**src/rtl/s526_resp_misr.sv**
```systemverilog
// Response compactor for the s526 benchmark: a 16-bit MISR folds n_cycles valid 6-bit responses.
// Define S526_RESP_MISR_GOLDEN_CMP_EN to add the golden-signature register and comparator.
module s526_resp_misr #(
    parameter logic [15:0] SEED = 16'hACE1
) (
    input  logic        clk,
    input  logic        rst,
    input  logic        start,
    input  logic [15:0] n_cycles,
    input  logic [15:0] golden,
    input  logic        resp_valid,
    input  logic [5:0]  resp,
    output logic        busy,
    output logic        done,
    output logic [15:0] signature,
    output logic        pass
);

    typedef enum logic [1:0] {StIdle, StRun, StDone} state_e;

    state_e      state_q, state_d;
    logic [15:0] sig_q, sig_d;
    logic [15:0] cnt_q, cnt_d;
    logic        load;

    // Polynomial x^16+x^14+x^13+x^11+1, response folded into the low six bits.
    function automatic logic [15:0] misr_step(input logic [15:0] s, input logic [5:0] r);
        logic fb;
        fb = s[15] ^ s[13] ^ s[12] ^ s[10];
        return {s[14:0], fb} ^ {10'b0, r};
    endfunction

    always_comb begin
        state_d = state_q;
        sig_d   = sig_q;
        cnt_d   = cnt_q;
        load    = 1'b0;
        case (state_q)
            StIdle, StDone: begin
                if (start) begin
                    load    = 1'b1;
                    sig_d   = SEED;
                    cnt_d   = n_cycles;
                    state_d = (n_cycles == 16'd0) ? StDone : StRun;
                end
            end
            StRun: begin
                // Gaps in resp_valid stall both the signature and the beat counter.
                if (resp_valid) begin
                    sig_d = misr_step(sig_q, resp);
                    cnt_d = cnt_q - 16'd1;
                    if (cnt_q == 16'd1) begin
                        state_d = StDone;
                    end
                end
            end
            default: state_d = StIdle;
        endcase
    end

    always_ff @(posedge clk) begin
        if (rst) begin
            state_q <= StIdle;
            sig_q   <= SEED;
            cnt_q   <= 16'd0;
        end else begin
            state_q <= state_d;
            sig_q   <= sig_d;
            cnt_q   <= cnt_d;
        end
    end

    assign busy      = (state_q == StRun);
    assign done      = (state_q == StDone);
    assign signature = sig_q;

`ifdef S526_RESP_MISR_GOLDEN_CMP_EN
    logic [15:0] golden_q;

    always_ff @(posedge clk) begin
        if (rst) begin
            golden_q <= 16'd0;
        end else if (load) begin
            golden_q <= golden;
        end
    end

    assign pass = done && (sig_q == golden_q);
`else
    logic unused_golden;

    assign unused_golden = ^{golden, load};
    assign pass          = 1'b0;
`endif

endmodule

```
**config.mk**
```make
export PLATFORM = sky130hd
export DESIGN_NAME = s526_resp_misr
export DESIGN_NICKNAME = d
export VERILOG_FILES = /design/src/rtl/s526_resp_misr.sv
export SDC_FILE = /design/constraint.sdc
export NUM_CORES = 1
export LEC_CHECK = 0
export ABC_CLOCK_PERIOD_IN_PS = 1700
export BUFFER_PORTS_ARGS = -buffer_cell sky130_fd_sc_hd__buf_2
export CAP_MARGIN = 40
export CORE_UTILIZATION = 46
export CTS_CLUSTER_DIAMETER = 60
export CTS_CLUSTER_SIZE = 28
export DETAILED_ROUTE_END_ITERATION = 7
export GPL_TIMING_DRIVEN = 1
export PLACE_DENSITY = 0.73
export REMOVE_ABC_BUFFERS = 1
export SLEW_MARGIN = 20
export SYNTH_ARGS = -nofsm -noshare
export SYNTH_HDL_FRONTEND = slang
export SYNTH_SLANG_ARGS = --single-unit
```
**constraint.sdc**
```tcl
create_clock -name clk -period 1.7 [get_ports clk]
set_input_delay 0.085 -clock clk [delete_from_list [all_inputs] [get_ports clk]]
set_output_delay 0.085 -clock clk [all_outputs]
set_load 0.005 [all_outputs]
```
==> summary.txt, run 1 <==
Timing
  • Max Clock Skew: 0.00420 ns
  • Setup_tns: 0 ns
  • Setup WS post-layout: 0.0308 ns
  • Crit share post-route: 98.2%
  • # setup viols final: 0
  • RSZ-0062 raised after global routing: yes
  • Slew Viols, Final: 0
  • Final Hold Fails: 0
  • Clock period minus worst slack: 1.67 ns
  • Fmax: 599 MHz

Power
  • Psw: 0.851 mW
  • Flop pwr share: 37.4%
  • P_int: 1.71 mW
  • Cell area power density: 1030 mW/mm^2
  • Leak: 1.03 nW
  • Clock group share of total power: 29.7%
  • Switching Fraction: 33.2%
  • Overall power: 2.56 mW
  • Worst vdd ir: 0.593 mV
  • Combinational power share: 32.8%

Layout
  • Area grow syn2layout: 28.5%
  • Final core occ: 62.0%
  • Layout Cells excl Fill: 341
  • Ant diodes: 0
  • Layout cells sized above 1: 35.7%
  • Layout Nets: 334

Min path
  • Hold Crit Class: input pin to flop

Die
  • Die Wd: 67.0 um
  • Initial Utilization: 48.3%
  • Core Box Area: 0.00403 mm^2
  • Row cnt: 23
  • # IOs: 61
  • Die area: 0.00449 mm^2
  • Die Y-Extent: 67.0 um

Critical path
  • Crit-path max FO: 4
  • R2R Setup Slk: 0.03 ns
  • Setup CP Type: flop to flop
  • CP Launch Type: flop
  • Arrival @ worst endpoint: 1.86 ns
  • CP Capture Type: flop
  • Worst Path Required: 1.89 ns

Logic synthesis
  • Post-Synthesis Cells: 230
  • Area share of the largest cell type after synthesis: 35.0%
  • Synth area leaders: dfxtp_1 (35%), nor2_1 (5.4%), nor3_1 (3.9%)
  • Number of synthesized flops with an enable pin: 0
  • Seq/Total Area, Yosys: 35.0%
  • Synth cell types: 60
  • Commonest cells post-synth: dfxtp_1 (34), nor2_1 (28), nor3_1 (15), o21ai_0 (15), a21oi_1 (12)
  • Most numerous cell in the Yosys netlist: dfxtp_1
  • Register bit count reported by yosys: 34
  • Area leader, netlist: dfxtp_1
  • Synth Cell Area: 0.00194 mm^2
  • Yosys warnings: 0
  • Async set or reset register ratio after synthesis: 0%
  • Main synth FF type: dfxtp_1
  • Syn_area_per_cell: 8.45 um^2

Placement
  • Placed instance count: 332
  • PortBufs: 43
  • Gpl congestion: 0.891
  • Dpl ws: -0.00153 ns
  • Hpwl dp: 3800 um

GRT
  • Vias in the first global route: 1903
  • Global route total overflow: 0
  • First-pass GRT wire length: 8600 um
  • Tot GR Track Use: 26.3%
  • Maximum number of pins on one net before global-route repair: 25
  • Initial antenna violation count: 0

CTS
  • Worst-Skew Late Latency: 0.29 ns
  • H-tree Lvls: 2
  • Cts hold-fix bufs: 0
  • Num Clock Sinks: 34
  • Clk pin slew, worst setup/hold paths: 0.08 ns
  • Clock Path Buffers: 2
  • CTS root buf: clkbuf_8
  • TritonCTS clock tree: yes
  • Clock buffer count from CTS: 5

Route
  • Vias/cell: 5.83
  • Initial DRC Count: 104
  • Total number of vias: 1987
  • DR DRC count: 0
  • Routed length per instance: 16.0 um
  • TritonRoute pass-1 iters: 4
  • Detailed-route wire length: 5460 um
  • Final ANT Viol Nets: 0

Run status
  • Run status: finished clean

Run
  • Max cap viols: 0
## cells in the final DEF (no fill, tap or decap), drive strengths merged, types with 3 or more instances in the layout
cell type / instances
buf: 71
mux2i: 3
nand4: 3
nor2: 29
nand2: 11
and4: 3
a22oi: 5
nor3: 17
clkbuf: 5
nand3: 8
o221a: 3
dfxtp: 34
o21ai: 15
a211oi: 3
a21oi: 12
inv: 7
xor2: 6
nor4: 11
a2111oi: 3
## worst max-delay path, cell delays in order (launching register included)
cell and delay, ns:
dfxtp_2 0.33, buf_6 0.12, nor4_4 0.26, buf_4 0.17
nand4_1 0.11, o32a_1 0.37, o221a_1 0.20
## power groups by stage
stage,Clock (mW),Combinational (mW),Sequential (mW)
floorplan,0,0.430,0.971
global placement,0,0.767,0.964
detailed placement,0,0.786,0.966
CTS,0.779,0.790,0.949
global route,0.815,0.920,0.971
finish,0.762,0.842,0.960
## layout make-up
class / count / area (um^2)
fill: 389 / 1530
multi-input combinational: 170 / 1160
sequential: 34 / 684
timing repair buffer: 71 / 445
clock buffer: 5 / 68.8
tap: 50 / 62.6
clock inverter: 3 / 45.0
inverter: 8 / 30.0
## what timing repair did
item	4_1_cts	5_1_grt
gates resized for setup	0	12
endpoints found under the setup margin	0	8
buffers inserted	0	1
## cells by family after synthesis
family / count (synthesis) / synth area share (%)
simple gates: 93 / 26.2
compound gates: 63 / 24.3
flops: 34 / 35.0
buf+inv: 26 / 7.14
xor+xnor: 8 / 4.31
mux: 3 / 1.54
fa+ha+maj: 2 / 1.29
other cells: 1 / 0.193
## layer usage
metal / global-route usage (%) / vias to the layer above / share of wire, % / wire (um)
li1: - / 970 / - / -
met1: 31.8 / 940 / 44 / 2430
met2: 44.8 / 67 / 48 / 2600
met3: 7.19 / 10 / 6.2 / 336
met5: 0 / - / 0 / 0
met4: 7.45 / 0 / 1.6 / 90
## per-stage QoR
| step | area (um^2) | hold slack (ns) |
|---|---|---|
| 2_1_floorplan | 1840 | 0.151 |
| 3_3_place_gp | 2330 | 0.386 |
| 3_5_place_dp | 2330 | 0.398 |
| 4_1_cts | 2440 | 0.0797 |
| 5_1_grt | 2500 | 0.0907 |
| 6_report | 2500 | 0.0913 |
## registers in the layout, summed over array words and instances (netlist names)
signal and count:
cnt_q 16, state_q 2, signature 16
## path summary, 6_finish.rpt
path,from,end,depth (start not counted)
worst max-delay path,cnt_q[1]$_SDFFE_PP0P_,cnt_q[13]$_SDFFE_PP0P_,6
worst max register to register,cnt_q[1]$_SDFFE_PP0P_,cnt_q[13]$_SDFFE_PP0P_,6
worst min register to register,signature[2]$_SDFFE_PP0P_,signature[2]$_SDFFE_PP0P_,2
worst min-delay path,start,state_q[1]$_SDFFE_PP0P_,3
Note: power is estimated with default switching activity, not from simulation.
==> run 2: changes to the inputs <==
Settings changed: ABC_CLOCK_PERIOD_IN_PS 1700 to 1650, BUFFER_PORTS_ARGS -buffer_cell sky130_fd_sc_hd__buf_2 to default, CORE_UTILIZATION 46 to 62, DONT_BUFFER_PORTS from default to 1, GPL_TIMING_DRIVEN 1 to 0, PLACE_DENSITY 0.73 to 0.75.
Clock period 1.7 ns to 1.65 ns, I/O delays scaled along.
==> run 2 against run 1 <==
Compared with the run above:
- the run now ends with DRC, hold timing, setup timing left
- fmax grew 0.61%
- via count fell by 3.3%
- sequential power increased by 8%
- worst setup slack got worse by 0.040 ns
- utilization is 17 points higher
- critical path type unchanged
- largest cell class unchanged
- largest power group unchanged
==> summary.txt, run 2 (synthesis results as in run 1) <==
Die
  • Die Y-Extent: 58 um (-13%)
  • Core Box Area: 0.00285 mm^2 (-29%)
  • Initial Utilization: 68.2% (+20 points)
  • Die area: 0.00336 mm^2 (-25%)
  • Row cnt: 19 (-17%)
  • # IOs: 61 (unchanged)
  • Die Wd: 58 um (-13%)

Critical path
  • Worst-path cell chain: buf_4 > a211oi_1 > nor2_1 > dlygate4sd3_1 > o221a_2
  • R2R Setup Slk: -0.009 ns (-0.04 ns)
  • CP max stage delay: 0.56 ns (+0.19 ns)
  • CP Buf/Inv Count: 2 (unchanged)
  • Crit-path max FO: 12 (+8)
  • Setup CP Type: flop to flop
  • Worst Path Required: 1.92 ns (+0.03 ns)
  • Slowest CP cell: dlygate4sd3_1
  • CP Capture Type: flop
  • CP Launch Type: flop
  • CP delay by family, top: buffers and inverters
  • Arrival @ worst endpoint: 1.92 ns (+0.06 ns)

Placement
  • Hpwl dp: 3400 um (-11%)
  • Dpl cell area: 0.00192 mm^2 (-18%)
  • Placed instance count: 246 (-26%)
  • Gpl congestion: 0.859 (-3.6%)
  • PortBufs: 0 (-100%)
  • Dpl ws: -0.837 ns (-0.835 ns)

Timing
  • Clock period minus worst slack: 1.66 ns (-0.0102 ns)
  • RSZ-0062 raised after global routing: yes
  • # setup viols final: 1 (+1)
  • Setup WS post-layout: -0.00904 ns (-0.0398 ns)
  • Worst hold margin: -0.226 ns (-0.318 ns)
  • Setup_tns: -0.00904 ns (-0.00904 ns)
  • Fmax: 603 MHz (+0.61%)
  • Final Hold Fails: 21 (+21)
  • Max Clock Skew: 0.00647 ns (+0.00227 ns)
  • Crit share post-route: 101% (+2.4 points)
  • Slew Viols, Final: 0 (unchanged)

Layout
  • Finished Cell Area: 0.00226 mm^2 (-9.5%)
  • Layout Nets: 286 (-14%)
  • Ant diodes: 0 (unchanged)
  • Most common cell after layout, fill and taps aside: dfxtp_1
  • Layout Cells excl Fill: 274 (-20%)
  • Highest-count cells in the layout ignoring fill and taps: dfxtp_1 (30), nor2_1 (28), buf_4 (17)
  • Area grow syn2layout: 16.3%
  • Final core occ: 79.3% (+17 points)
  • Layout cells sized above 1: 25.5% (-10 points)

Route
  • Initial DRC Count: 248 (+140%)
  • TritonRoute pass-1 iters: 6 (+2)
  • Vias/cell: 7.01 (+20%)
  • Detailed-route wire length: 5410 um (-0.86%)
  • DR DRC count: 3 (+3)
  • Routed length per instance: 19.7 um (+23%)
  • Total number of vias: 1921 (-3.3%)
  • Final ANT Viol Nets: 0 (unchanged)

Power
  • Worst vdd ir: 0.716 mV (+21%)
  • Leak: 0.844 nW (-18%)
  • Overall power: 2.34 mW (-8.9%)
  • Cell area power density: 1030 mW/mm^2 (+0.65%)

CTS
  • Worst-Skew Late Latency: 0.36 ns (+0.07 ns)
  • Clock buffer count from CTS: 5 (unchanged)
  • Clock Path Buffers: 2 (unchanged)
  • Clk pin slew, worst setup/hold paths: 0.11 ns (+0.03 ns)
  • H-tree Lvls: 2 (unchanged)
  • Num Clock Sinks: 34 (unchanged)
  • TritonCTS clock tree: yes
  • CTS root buf: clkbuf_4
  • Cts hold-fix bufs: 3 (+3)

GRT
  • Initial antenna violation count: 0 (unchanged)
  • Tot GR Track Use: 33.4% (+7.1 points)
  • First-pass GRT wire length: 8420 um (-2.1%)
  • Maximum number of pins on one net before global-route repair: 26 (+4.0%)
  • Vias in the first global route: 1850 (-2.8%)
  • Global route total overflow: 0 (unchanged)

Run
  • Max cap viols: 0 (unchanged)

Run status
  • Failing checks: DRC, hold timing, setup timing
  • Run status: complete, but fails checks

Min path
  • Hold Crit Class: input pin to flop
==> run 2: cell types whose count changed in the layout (fill, tap and decap cells not counted), sizes merged <==
cell         before  now
buf              71   20
dlygate4sd3       0    3
bufinv            1    0
clkbuf            5    6
clkinv            1    2
clkinvlp          2    1
==> run 2: layer usage <==
layer | vias up | part of all wire [%] | track usage, %
met5 | - | 0 | 0
met4 | 0 | 3.7 | 20.4
met3 | 23 | 9.3 | 7.81
met2 | 120 | 48 | 54.0
met1 | 894 | 39 | 40.3
li1 | 884 | - | -
==> run 2: worst paths after layout <==
check                                  from                         to  cells after the start
setup reg to reg    state_q[0]$_SDFFE_PP0P_      cnt_q[6]$_SDFFE_PP0P_                      5
setup / recovery    state_q[0]$_SDFFE_PP0P_      cnt_q[6]$_SDFFE_PP0P_                      5
hold / removal                          rst  signature[4]$_SDFFE_PP0P_                      1
hold reg to reg   signature[4]$_SDFFE_PP0P_  signature[4]$_SDFFE_PP0P_                      2
==> run 2: timing repair <==
action                                 CTS  global route
setup endpoints to repair               35            13
endpoints found under the hold margin   24            21
resized for setup                       22            11
pin swaps                                4             9
buffers inserted                         5            12
==> run 2: cell type report <==
| class | instances | area (um^2) |
|---|---|---|
| clock buffers | 6 | 51.3 |
| clock inverters | 2 | 12.5 |
| fillers | 193 | 591 |
| inverters | 8 | 37.5 |
| multi-input cells | 170 | 1220 |
| flip-flops and latches | 34 | 696 |
| well taps | 31 | 38.8 |
| repair buffers | 23 | 208 |
==> run 2: power by group <==
| part | internal [mW] | switching (mW) | total (mW) |
|---|---|---|---|
| registers | 0.899 | 0.137 | 1.04 |
| logic | 0.381 | 0.403 | 0.784 |
| clock network | 0.205 | 0.313 | 0.517 |
| total | 1.48 | 0.853 | 2.34 |
